--- config.mk ---
export PLATFORM = sky130hd
export DESIGN_NAME = data_mem_dma_flat
export DESIGN_NICKNAME = d
export VERILOG_FILES = /design/src/rtl/data_mem_dma_if.sv /design/src/rtl/data_mem_dma.sv /design/src/flat_wrapper.sv
export SDC_FILE = /design/constraint.sdc
export NUM_CORES = 1
export LEC_CHECK = 0
export BUFFER_PORTS_ARGS = -buffer_cell sky130_fd_sc_hd__buf_2
export CORE_MARGIN = 4
export CORE_UTILIZATION = 54
export CTS_CLUSTER_DIAMETER = 40
export DETAILED_ROUTE_END_ITERATION = 16
export PLACE_DENSITY_LB_ADDON = 0.08
export REMOVE_ABC_BUFFERS = 1
export SYNTH_ARGS = -nofsm -noshare
export SYNTH_HDL_FRONTEND = slang
export SYNTH_SLANG_ARGS = --single-unit
--- constraint.sdc ---
create_clock -name clk -period 4.1 [get_ports clk]
set_clock_uncertainty 0.2 [all_clocks]
set_input_delay 0.82 -clock clk [delete_from_list [all_inputs] [get_ports clk]]
set_output_delay 0.82 -clock clk [all_outputs]
set_load 0.05 [all_outputs]
--- src/rtl/data_mem_dma_if.sv ---
// Command/status and data_mem port bundle for the block-copy/fill engine.
// master = engine side, slave = command source plus memory side.
interface data_mem_dma_if #(
  parameter int ADDR_W = 8,
  parameter int DATA_W = 16
);
  logic              start;
  logic              mode;
  logic [ADDR_W-1:0] src_addr;
  logic [ADDR_W-1:0] dst_addr;
  logic [ADDR_W-1:0] len;
  logic [DATA_W-1:0] fill_val;
  logic              abort;
  logic [ADDR_W-1:0] mem_addr;
  logic [DATA_W-1:0] mem_wdata;
  logic              mem_we;
  logic [DATA_W-1:0] mem_rdata;
  logic              busy;
  logic              done;
  logic [DATA_W-1:0] checksum;

  modport master (
    input  start, mode, src_addr, dst_addr, len, fill_val, abort, mem_rdata,
    output mem_addr, mem_wdata, mem_we, busy, done, checksum
  );

  modport slave (
    output start, mode, src_addr, dst_addr, len, fill_val, abort, mem_rdata,
    input  mem_addr, mem_wdata, mem_we, busy, done, checksum
  );
endinterface

--- src/rtl/data_mem_dma.sv ---
// Copy/fill engine on data_mem: copy = 2*len busy cycles, fill = len, then one done cycle.
// No backpressure: owns the memory port while busy; abort cancels after the current write.
module data_mem_dma #(
  parameter int ADDR_W = 8,
  parameter int DATA_W = 16
) (
  input logic           clk,
  input logic           reset,
  data_mem_dma_if.master bus
);

  typedef enum logic [1:0] {
    S_IDLE  = 2'd0,
    S_READ  = 2'd1,
    S_WRITE = 2'd2,
    S_DONE  = 2'd3
  } state_t;

  state_t            r_state;
  logic [ADDR_W-1:0] r_src_ptr;
  logic [ADDR_W-1:0] r_dst_ptr;
  logic [ADDR_W-1:0] r_count;
  logic [DATA_W-1:0] r_data;
  logic [DATA_W-1:0] r_checksum;
  logic [DATA_W-1:0] r_fill_val;
  logic              r_mode;

  logic [DATA_W-1:0] w_wdata;

  // Port outputs decode registered state only, so no input reaches them combinationally.
  assign w_wdata       = (r_state == S_WRITE && r_mode) ? r_fill_val : r_data;
  assign bus.mem_wdata = w_wdata;
  assign bus.mem_addr  = (r_state == S_READ) ? r_src_ptr : r_dst_ptr;
  assign bus.mem_we    = (r_state == S_WRITE);
  assign bus.busy      = (r_state == S_READ) || (r_state == S_WRITE);
  assign bus.done      = (r_state == S_DONE);
  assign bus.checksum  = r_checksum;

  always_ff @(posedge clk or posedge reset) begin
    if (reset) begin
      r_state    <= S_IDLE;
      r_src_ptr  <= '0;
      r_dst_ptr  <= '0;
      r_count    <= '0;
      r_data     <= '0;
      r_checksum <= '0;
      r_fill_val <= '0;
      r_mode     <= 1'b0;
    end else begin
      case (r_state)
        S_IDLE: begin
          if (bus.start) begin
            r_src_ptr  <= bus.src_addr;
            r_dst_ptr  <= bus.dst_addr;
            r_count    <= bus.len;
            r_mode     <= bus.mode;
            r_fill_val <= bus.fill_val;
            r_checksum <= '0;
            if (bus.len == '0)
              r_state <= S_DONE;
            else if (bus.mode)
              r_state <= S_WRITE;
            else
              r_state <= S_READ;
          end
        end
        S_READ: begin
          if (bus.abort) begin
            r_state <= S_IDLE;
          end else begin
            r_data    <= bus.mem_rdata;
            r_src_ptr <= r_src_ptr + 1'b1;
            r_state   <= S_WRITE;
          end
        end
        S_WRITE: begin
          // The write in this cycle commits even when aborted, so its bookkeeping does too.
          r_dst_ptr  <= r_dst_ptr + 1'b1;
          r_count    <= r_count - 1'b1;
          r_checksum <= r_checksum + w_wdata;
          if (bus.abort)
            r_state <= S_IDLE;
          else if (r_count == ADDR_W'(1))
            r_state <= S_DONE;
          else if (r_mode)
            r_state <= S_WRITE;
          else
            r_state <= S_READ;
        end
        S_DONE: begin
          r_state <= S_IDLE;
        end
        default: begin
          r_state <= S_IDLE;
        end
      endcase
    end
  end

endmodule

--- src/flat_wrapper.sv ---
// flat-port wrapper written by rule: the top's interface ports become plain ports
module data_mem_dma_flat 
#(
  parameter int ADDR_W = 8,
  parameter int DATA_W = 16
)
  (clk, reset, bus_start, bus_mode, bus_src_addr, bus_dst_addr, bus_len, bus_fill_val, bus_abort, bus_mem_rdata, bus_mem_addr, bus_mem_wdata, bus_mem_we, bus_busy, bus_done, bus_checksum);
  data_mem_dma_if #(.ADDR_W(ADDR_W), .DATA_W(DATA_W)) bus_i ();
  input logic clk;
  input logic reset;
  input wire logic [$bits(bus_i.start)-1:0] bus_start;
  input wire logic [$bits(bus_i.mode)-1:0] bus_mode;
  input wire logic [$bits(bus_i.src_addr)-1:0] bus_src_addr;
  input wire logic [$bits(bus_i.dst_addr)-1:0] bus_dst_addr;
  input wire logic [$bits(bus_i.len)-1:0] bus_len;
  input wire logic [$bits(bus_i.fill_val)-1:0] bus_fill_val;
  input wire logic [$bits(bus_i.abort)-1:0] bus_abort;
  input wire logic [$bits(bus_i.mem_rdata)-1:0] bus_mem_rdata;
  output wire logic [$bits(bus_i.mem_addr)-1:0] bus_mem_addr;
  output wire logic [$bits(bus_i.mem_wdata)-1:0] bus_mem_wdata;
  output wire logic [$bits(bus_i.mem_we)-1:0] bus_mem_we;
  output wire logic [$bits(bus_i.busy)-1:0] bus_busy;
  output wire logic [$bits(bus_i.done)-1:0] bus_done;
  output wire logic [$bits(bus_i.checksum)-1:0] bus_checksum;
  assign bus_i.start = bus_start;
  assign bus_i.mode = bus_mode;
  assign bus_i.src_addr = bus_src_addr;
  assign bus_i.dst_addr = bus_dst_addr;
  assign bus_i.len = bus_len;
  assign bus_i.fill_val = bus_fill_val;
  assign bus_i.abort = bus_abort;
  assign bus_i.mem_rdata = bus_mem_rdata;
  assign bus_mem_addr = bus_i.mem_addr;
  assign bus_mem_wdata = bus_i.mem_wdata;
  assign bus_mem_we = bus_i.mem_we;
  assign bus_busy = bus_i.busy;
  assign bus_done = bus_i.done;
  assign bus_checksum = bus_i.checksum;
  data_mem_dma #(.ADDR_W(ADDR_W), .DATA_W(DATA_W)) u_core (.clk(clk), .reset(reset), .bus(bus_i));
endmodule
Yosys cells after proc, flatten, opt, wreduce, memory -nomap -nowiden. Index checks and enable logic that the tools add are counted.

Register bits after elaboration: 75. Bits in latches: 0. Bits in writable memories: 0. Memory bits (read-only): 0. Bits of input ports: 61. Memories kept: 0.

Add/subtract/negate cells: 4. Multiply operators: 0. Div/mod/pow operators: 0. $lt $le $gt $ge: 0. Equal/unequal tests: 6. Shift-type cells: 0. Mux-type cells: 19. Bitwise operators: 1. Reductions and logical operators: 10.

Operators by type and width (number): $pmux 8 s2 (3); $mux 8 (5); $mux 16 (2); $pmux 16 s2 (1); $add 16x16->16 (1); $add 8x1->8 const B (2); $mux 2 (7); $eq 8x1->1 const B (1); $logic_not 8->1 (1); $pmux 2 s4 (1); $sub 8x1->8 const B (1); $reduce_and 2->1 (3); $eq 2x2->1 const B (2); $ne 2x2->1 const B (2); $reduce_bool 2->1 (2); $reduce_and 3->1 (1); $eq 2x1->1 const B (1); $logic_not 2->1 (1); $logic_and 1x1->1 (1); $logic_or 1x1->1 (1); $not 1->1 (1).

Depth between registers and ports, before layout. Gate-level depths: netlist of run 1.

Depth in word-level cells: 5. Gate-level depth with buffers: 14.

Worst setup path after synthesis of run 1. OpenSTA, ideal clock, no wires.

Kind: register to register. From: register u_core.r_state[0]. To: register u_core.r_checksum[15] (netlist: u_core.bus.checksum[15]). Library setup time: 0.132 ns. Data arrival time: 3.435 ns. Required time: 3.768 ns. Path slack: 0.333 ns. Stages on the path, launching flop included: 13. Clock period less this slack: 3.767 ns. Path through: dfrtp_1 > inv_1 > ha_1 > nand2_1 > clkbuf_1 > mux2_2 > ha_1 > a2111oi_4 > o21ai_2 > a31oi_4 > o31ai_4 > xnor2_1 > o211ai_1.

Cells in the longest elaborated chain, start to end: 5.

Ends and longest elaborated chain: from (decl) (line data_mem_dma.sv:19) `state_t r_state;`; from (signal assigned) (line data_mem_dma.sv:41) `r_state <= S_IDLE;`; from (signal assigned) (line data_mem_dma.sv:60) `r_state <= S_DONE;`; from (signal assigned) (line data_mem_dma.sv:62) `r_state <= S_WRITE;`; $eq 2x2->1; via bus_mem_we (line flat_wrapper.sv:21) `output wire logic [$bits(bus_i.mem_we)-1:0] bus_mem_we;`; $logic_and 1x1->1 (line data_mem_dma.sv:31) `assign w_wdata = (r_state == S_WRITE && r_mode) ? r_fill_val : r_data;`; $mux 16 (line data_mem_dma.sv:31); via bus_mem_wdata[6] (line flat_wrapper.sv:20) `output wire logic [$bits(bus_i.mem_wdata)-1:0] bus_mem_wdata;`; $add 16x16->16 (line data_mem_dma.sv:80) `r_checksum <= r_checksum + w_wdata;`; $pmux 16 s2 (line data_mem_dma.sv:50) `case (r_state)`; to (signal assigned) (line data_mem_dma.sv:80); to (decl) (line data_mem_dma.sv:24) `logic [DATA_W-1:0] r_checksum;`.

The timed path passes the listed nets, and every way through them passes these cells. A chain may end at the register's enable or synchronous reset.

Final worst setup path of run 1.
From: register u_core.r_state[0]. To: register u_core.r_checksum[15] (netlist: u_core.bus.checksum[15]).

Cells in the longest elaborated chain, start to end: 5.

Ends and longest elaborated chain (line): $eq 2x2->1 (data_mem_dma.sv:31, data_mem_dma.sv:50); $logic_and 1x1->1 (data_mem_dma.sv:31); $mux 16 (data_mem_dma.sv:31); $add 16x16->16 (data_mem_dma.sv:80); $pmux 16 s2 (data_mem_dma.sv:50).

Several ways; a longest one is shown, not always the timed one.

==> reports/results.ini, run 1 <==
[status]
status = complete, no violations

[clocking]
cts_root_buffer = clkbuf_8
clock_tree.buffer_depth = 2
cts_setup_buffers = 0
clk_transition_reported_paths_ps = 80
tritoncts_num_sinks = 75
cts_resized = 0
clock_latency_ps = 350
cts_buffers = 9
post_cts_hold_buffer_count = 0
tritoncts_clock_tree = done
htreeDepth = 3

[timing]
fin_crit_sh = 0.8172
setup-violations-final = 0
setup_total_neg_slack_ps = 0
final.hold.worst_slack_ps = 305.4
hold_viol_final = 0
max-slew-margin-rel = 0.4468
final-max-slew-violation-count = 0
period_minus_slack_ps = 3350
grt_setup_unrepaired = false
max_freq_mhz = 298.5
max_slew.worst_pin.slew_ps = 827.8

[yosys]
synthMuxAreaShare = 0.1492
synth_fa_ha_area_frac = 0.07830
synth_cell_type_count = 42
seq_area_frac_synth = 0.4255
dominantRegCellSynth = dfrtp_1
synth_edf_count = 0
yosys.cell_count.top_type = dfrtp_1
ys_ff_latch = 75
synth-compound-area-share = 0.1668
ys.warnings.count = 0
netlist_instances = 445
combinational_family_with_the_most_area_after_synthesis = compound AO/OA/AOI/OAI gates
synth.top_cells.by_area = dfrtp_1 43%, mux2_2 14%, ha_1 7.4%
synth_top_area_share = 0.4255
synth_top_area_cell = dfrtp_1
yosys-top-cells-count = 75 x dfrtp_1, 54 x mux2_2, 50 x a21oi_1
syn-cell-area_um2 = 4410
per_instance_average_area_after_synthesis_um2 = 9.911
asyncSetResetFlopFracSynth = 1.000
synthSimpleGateAreaFrac = 0.1243
synth_xor_xnor_area_share = 0.02780

[setup_path]
critical_path.slowest_cell = dfrtp_1
cpMostUsedCell = ha_1
path_delay_family = compound AO/OA/AOI/OAI gates
crit_buf_inv = 2
cp.required_ps = 4130
setup.worst_path.end_class = flop
critPathKind = reg2reg
worstPathMaxFanout = 10
cp_cell_sequence = inv_1 > ha_1 > nand2_1 > buf_4 > mux2_2 > ha_1 > a21oi_1 > nor2_1 > a211oi_1 > o31ai_4 > xnor2_1 > o211ai_1
timing.critical_path.from_type = flop
worstPathArrival_ps = 3380
critical-path-max-stage-delay_ps = 400

[placement]
dpl_cell_area_um2 = 5027
dp_cells = 638
globalplace.congestion = 0.8505
placement.io_buffers = 103
detailedPlacementHpwl_um = 7550

[floorplanning]
initial_core_utilization = 0.5620
placeableCoreArea_um2 = 7848
die_span_x_um = 98.38
fp.dieH_um = 98.38
placementRows = 32
die-area_um2 = 9678
top_level_ports = 104

[routing]
drtPass1Iterations = 7
post-route-drc-count = 0
vias_per_cell = 5.558
routedWlPerCell_um = 15.96
drt_wl_total_um = 10440
drt-initial-drc-count = 118
via_count = 3635
postRouteAntennaNets = 0

[final_layout]
design.final.nets = 635
final-instance-count-excl-fill = 654
drive_gt1_frac = 0.3388
total_non_filler_cell_area_in_the_finished_layout_um2 = 5220
n_antenna_cell = 0
area_growth_pct = 18.35
count_of_filler_cells_inserted_in_the_layout = 652

[run]
cap_viol_max_count = 0

[global_route]
grt_first_pass_wirelength_um = 17860
grt_start_max_net_pins = 49
total_global_route_track_usage = 0.2265
globalRouteOverflowTotal = 0
grt_antenna_before_repair = 0
first_global_vias = 3716

[worst_hold_path]
hold_path_class = reg2reg

-- cell type report --
class	instances	area (µm²)	share of cell area
flip-flops and latches	75	1877	0.3595
well taps	102	127.6	0.02445
clock buffers	9	123.9	0.02373
inverters	13	50.05	0.009588
repair buffers	109	560.5	0.1074
clock inverters	7	68.82	0.01318
multi-input cells	339	2412	0.4621
-- state kept, by name, indices dropped and copies added, names as in the netlist --
| name | count |
|---|---|
| u_core.r_dst_ptr | 8 |
| u_core.r_state | 2 |
| u_core.bus.checksum | 16 |
| u_core.r_count | 8 |
| u_core.r_fill_val | 16 |
| u_core.r_data | 16 |
| u_core.r_mode | 1 |
| u_core.r_src_ptr | 8 |
-- worst reg2reg max path, delay by kind of cell, from the launching register on --
family                     cells  cell delay (ps)
AOI/OAI and AO/OA              4              810
and+or+nand+nor                2              330
adders and majority gates      2              550
xor gates and xnor gates       1              190
muxes                          1              370
DFF                            1              400
buffers and inverters          2              370
-- final timing paths --
check / to / cells after the start / slack (ps) / from
hold reg to reg: u_core.r_data[0] / 1 / 310 / u_core.r_data[0]
setup / recovery: u_core.bus.checksum[15] / 12 / 750 / u_core.r_state[0]
setup reg to reg: u_core.bus.checksum[15] / 12 / 750 / u_core.r_state[0]
hold / removal: u_core.r_data[0] / 1 / 310 / u_core.r_data[0]
min in group asynchronous: u_core.r_src_ptr[5] / 2 / 370 / reset
max in group asynchronous: u_core.bus.checksum[4] / 3 / 2440 / reset
-- cells in the final DEF, fill, tap and decap left out, types with 6 or more instances in the layout --
| cell | n |
|---|---|
| a21oi_1 | 50 |
| nor2_1 | 17 |
| buf_2 | 103 |
| ha_1 | 26 |
| mux2_2 | 54 |
| nand2_1 | 46 |
| o21ai_0 | 35 |
| dfrtp_1 | 75 |
| and3_1 | 6 |
| clkbuf_8 | 9 |
| inv_1 | 12 |
| nand2b_1 | 9 |
| buf_4 | 6 |
| o22ai_1 | 13 |
| nand3_1 | 18 |
| xnor2_1 | 9 |
| nor3_1 | 6 |
-- metal layers --
layer | wire, µm | vias up | track usage | share of wire
li1 | - | 1804 | - | -
met1 | 4819 | 1713 | 0.3018 | 0.46
met2 | 4864 | 108 | 0.3666 | 0.47
met3 | 645 | 10 | 0.05643 | 0.062
met4 | 108 | 0 | 0.06618 | 0.010
met5 | 0 | - | 0 | 0
-- kinds of logic (layout without fill, tap and decap cells) --
group	Yosys count	after routing
AOI/OAI and AO/OA	122	122
xor gates and xnor gates	14	14
adders and majority gates	27	27
buffers and inverters	31	138
DFF	75	75
muxes	59	59
and+or+nand+nor	117	117
-- stage by stage --
stage / setup WS, ps / util
finish: 749.5 / 0.6652
global route: 509.2 / 0.6652
CTS: 764.9 / 0.6652
detailed placement: 818.8 / 0.6406
global placement: 900.0 / 0.6406
floorplan: -709.4 / -
Power of run 1 is not shown: default switching activity piles up to over one toggle a cycle in this logic, so the estimate is an artifact.
==> run 2, diff against run 1 <==
Settings changed: CORE_UTILIZATION 54 to 49.
Clock period 4.1 ns to 2.8 ns, I/O delays scaled along.
==> reports/results.ini, run 2 (synthesis gave the netlist of run 1 again) <==
[setup_path]
cp.required_ps = 2820  ; -1310 ps
critical-path-max-stage-delay_ps = 390  ; about the same
worstPathArrival_ps = 2830  ; -550 ps
cpMostUsedCell = ha_4
critPathKind = reg2reg
cp_cell_sequence = inv_2 > ha_4 > nand2_8 > buf_12 > buf_8 > mux2_4 > ha_4 > buf_4 > nand2_1 > nor3_2 > a21oi_4 > a21oi_2 > xnor2_1 > o21ai_1
path_delay_family = buffers and inverters
critical_path.slowest_cell = dfrtp_1
crit_buf_inv = 4  ; +2
worstPathMaxFanout = 6  ; -4
timing.critical_path.from_type = flop
setup.worst_path.end_class = flop

[global_route]
grt_antenna_before_repair = 0  ; unchanged
use_met3 = 0.03721  ; -0.01922
groute.layer.met2.usage = 0.3734  ; +0.006772
total_global_route_track_usage = 0.2241  ; -0.002432
first_global_vias = 3913  ; +5.3%
global_route.peak_usage_layer = met2
grt_first_pass_wirelength_um = 18560  ; +3.9%
grt_start_max_net_pins = 49  ; unchanged
met1_usage = 0.2999  ; -0.001904
globalRouteOverflowTotal = 0  ; unchanged

[timing]
hold_viol_final = 0  ; unchanged
grt_setup_unrepaired = true
max_slew.worst_pin.slew_ps = 548.8  ; -279.0 ps
setup_total_neg_slack_ps = -7.480  ; -7.480 ps
period_minus_slack_ps = 2807  ; -543.0 ps
fin_crit_sh = 1.003  ; +0.1855
setup-violations-final = 1  ; +1
max_freq_mhz = 356.2  ; +19%
final-max-slew-violation-count = 0  ; unchanged
worst_slack_ps = -7.480  ; -757.0 ps
max-slew-margin-rel = 0.6337  ; +0.1869

[routing]
routedWlPerCell_um = 16.93  ; +6.1%
postRouteAntennaNets = 0  ; unchanged
post-route-drc-count = 0  ; unchanged
drtPass1Iterations = 4  ; -3
via_count = 3884  ; +6.9%
vias_per_cell = 5.509  ; -0.88%
drt-initial-drc-count = 115  ; -2.5%
drt_wl_total_um = 11930  ; +14%

[clocking]
cts_root_buffer = clkbuf_8
tritoncts_num_sinks = 75  ; unchanged
tritoncts_clock_tree = done
clock_tree.buffer_depth = 2  ; unchanged
post_cts_hold_buffer_count = 0  ; unchanged
clk_transition_reported_paths_ps = 80  ; about the same
clock_latency_ps = 350  ; about the same
cts_buffers = 9  ; unchanged
htreeDepth = 3  ; unchanged

[placement]
placement.io_buffers = 103  ; unchanged
globalplace.congestion = 0.8469  ; -0.42%
detailedPlacementHpwl_um = 8125  ; +7.6%
placement.setup.worst_slack_ps = -240.5  ; -1059 ps

[run]
cap_viol_max_count = 0  ; unchanged

[final_layout]
design.final.nets = 681  ; +7.2%
most_frequent_standard_cell_in_the_layout_excluding_fill_and_tap_cells = buf_2
drive_gt1_frac = 0.4506  ; +0.1118
multi_input_comb_area_um2 = 2708  ; +12%
seq_area_um2 = 1877  ; unchanged
most-common-layout-cells = 102 x buf_2, 75 x dfrtp_1, 49 x mux2_2, 45 x buf_4, 44 x a21oi_1
n_antenna_cell = 0  ; unchanged
area_growth_pct = 34.78
count_of_filler_cells_inserted_in_the_layout = 710  ; +8.9%

[status]
status = finished with violations
violations = negative setup slack

[floorplanning]
top_level_ports = 104  ; unchanged
initial_core_utilization = 0.5057  ; -0.05628
die-area_um2 = 10580  ; +9.4%
placeableCoreArea_um2 = 8721  ; +11%
die_span_x_um = 102.9  ; +4.6%
placementRows = 34  ; +6.3%
fp.dieH_um = 102.9  ; +4.6%

[worst_hold_path]
hold_path_class = in2async

==> run 2: changes by cell type in the layout (fill, tap and decap cells not counted), sizes merged <==
cell and change:
buf +45, clkbuf +3, clkinv -2, clkinvlp -1
==> run 2: cell type report <==
class / count / area share
Clock buffer: 11 / 0.02378
Timing Repair Buffer: 155 / 0.1652
Sequential cell: 75 / 0.3157
Multi-Input combinational cell: 339 / 0.4555
Tap cell: 108 / 0.02273
Inverter: 13 / 0.008419
Clock inverter: 4 / 0.008630
==> run 2: worst paths after layout <==
check / start / to / slack (ps) / depth (start not counted)
max: u_core.r_state[0] / u_core.bus.checksum[14] / -7 / 14
min: reset / u_core.r_data[12] / 30 / 2
max reg2reg: u_core.r_state[0] / u_core.bus.checksum[14] / -7 / 14
min reg2reg: u_core.r_data[10] / u_core.r_data[10] / 310 / 1
max in group asynchronous: reset / u_core.r_mode / 1730 / 3
min in group clk: bus_fill_val[0] / u_core.r_fill_val[0] / 240 / 2
==> run 2: what timing repair did <==
action / CTS / global route
gates resized for setup: 33 / 40
buffers inserted: 7 / 3
pin swaps: 13 / 23
setup endpoints to repair: 14 / 18
cloned: 0 / 1
endpoints found under the hold margin: 0 / 0
==> run 2: per-layer routing <==
layer  vias up  routed length [µm]
met5         -                   0
li1       1899                   -
met3        16                 523
met1      1875                5338
met4         0                 196
met2        94                5875
==> run 2: per-stage QoR <==
step           hold WS, ps  cell area, µm²  utilization  std cells
2_1_floorplan        275.0            4335            -        427
3_3_place_gp         283.5            5323       0.6103        679
3_5_place_dp         290.8            5323       0.6103        679
4_1_cts              58.14            5748       0.6591        701
5_1_grt              74.12            5944       0.6816        705
6_report             34.73            5944       0.6816        705
Power of run 2 is left out for the same reason.
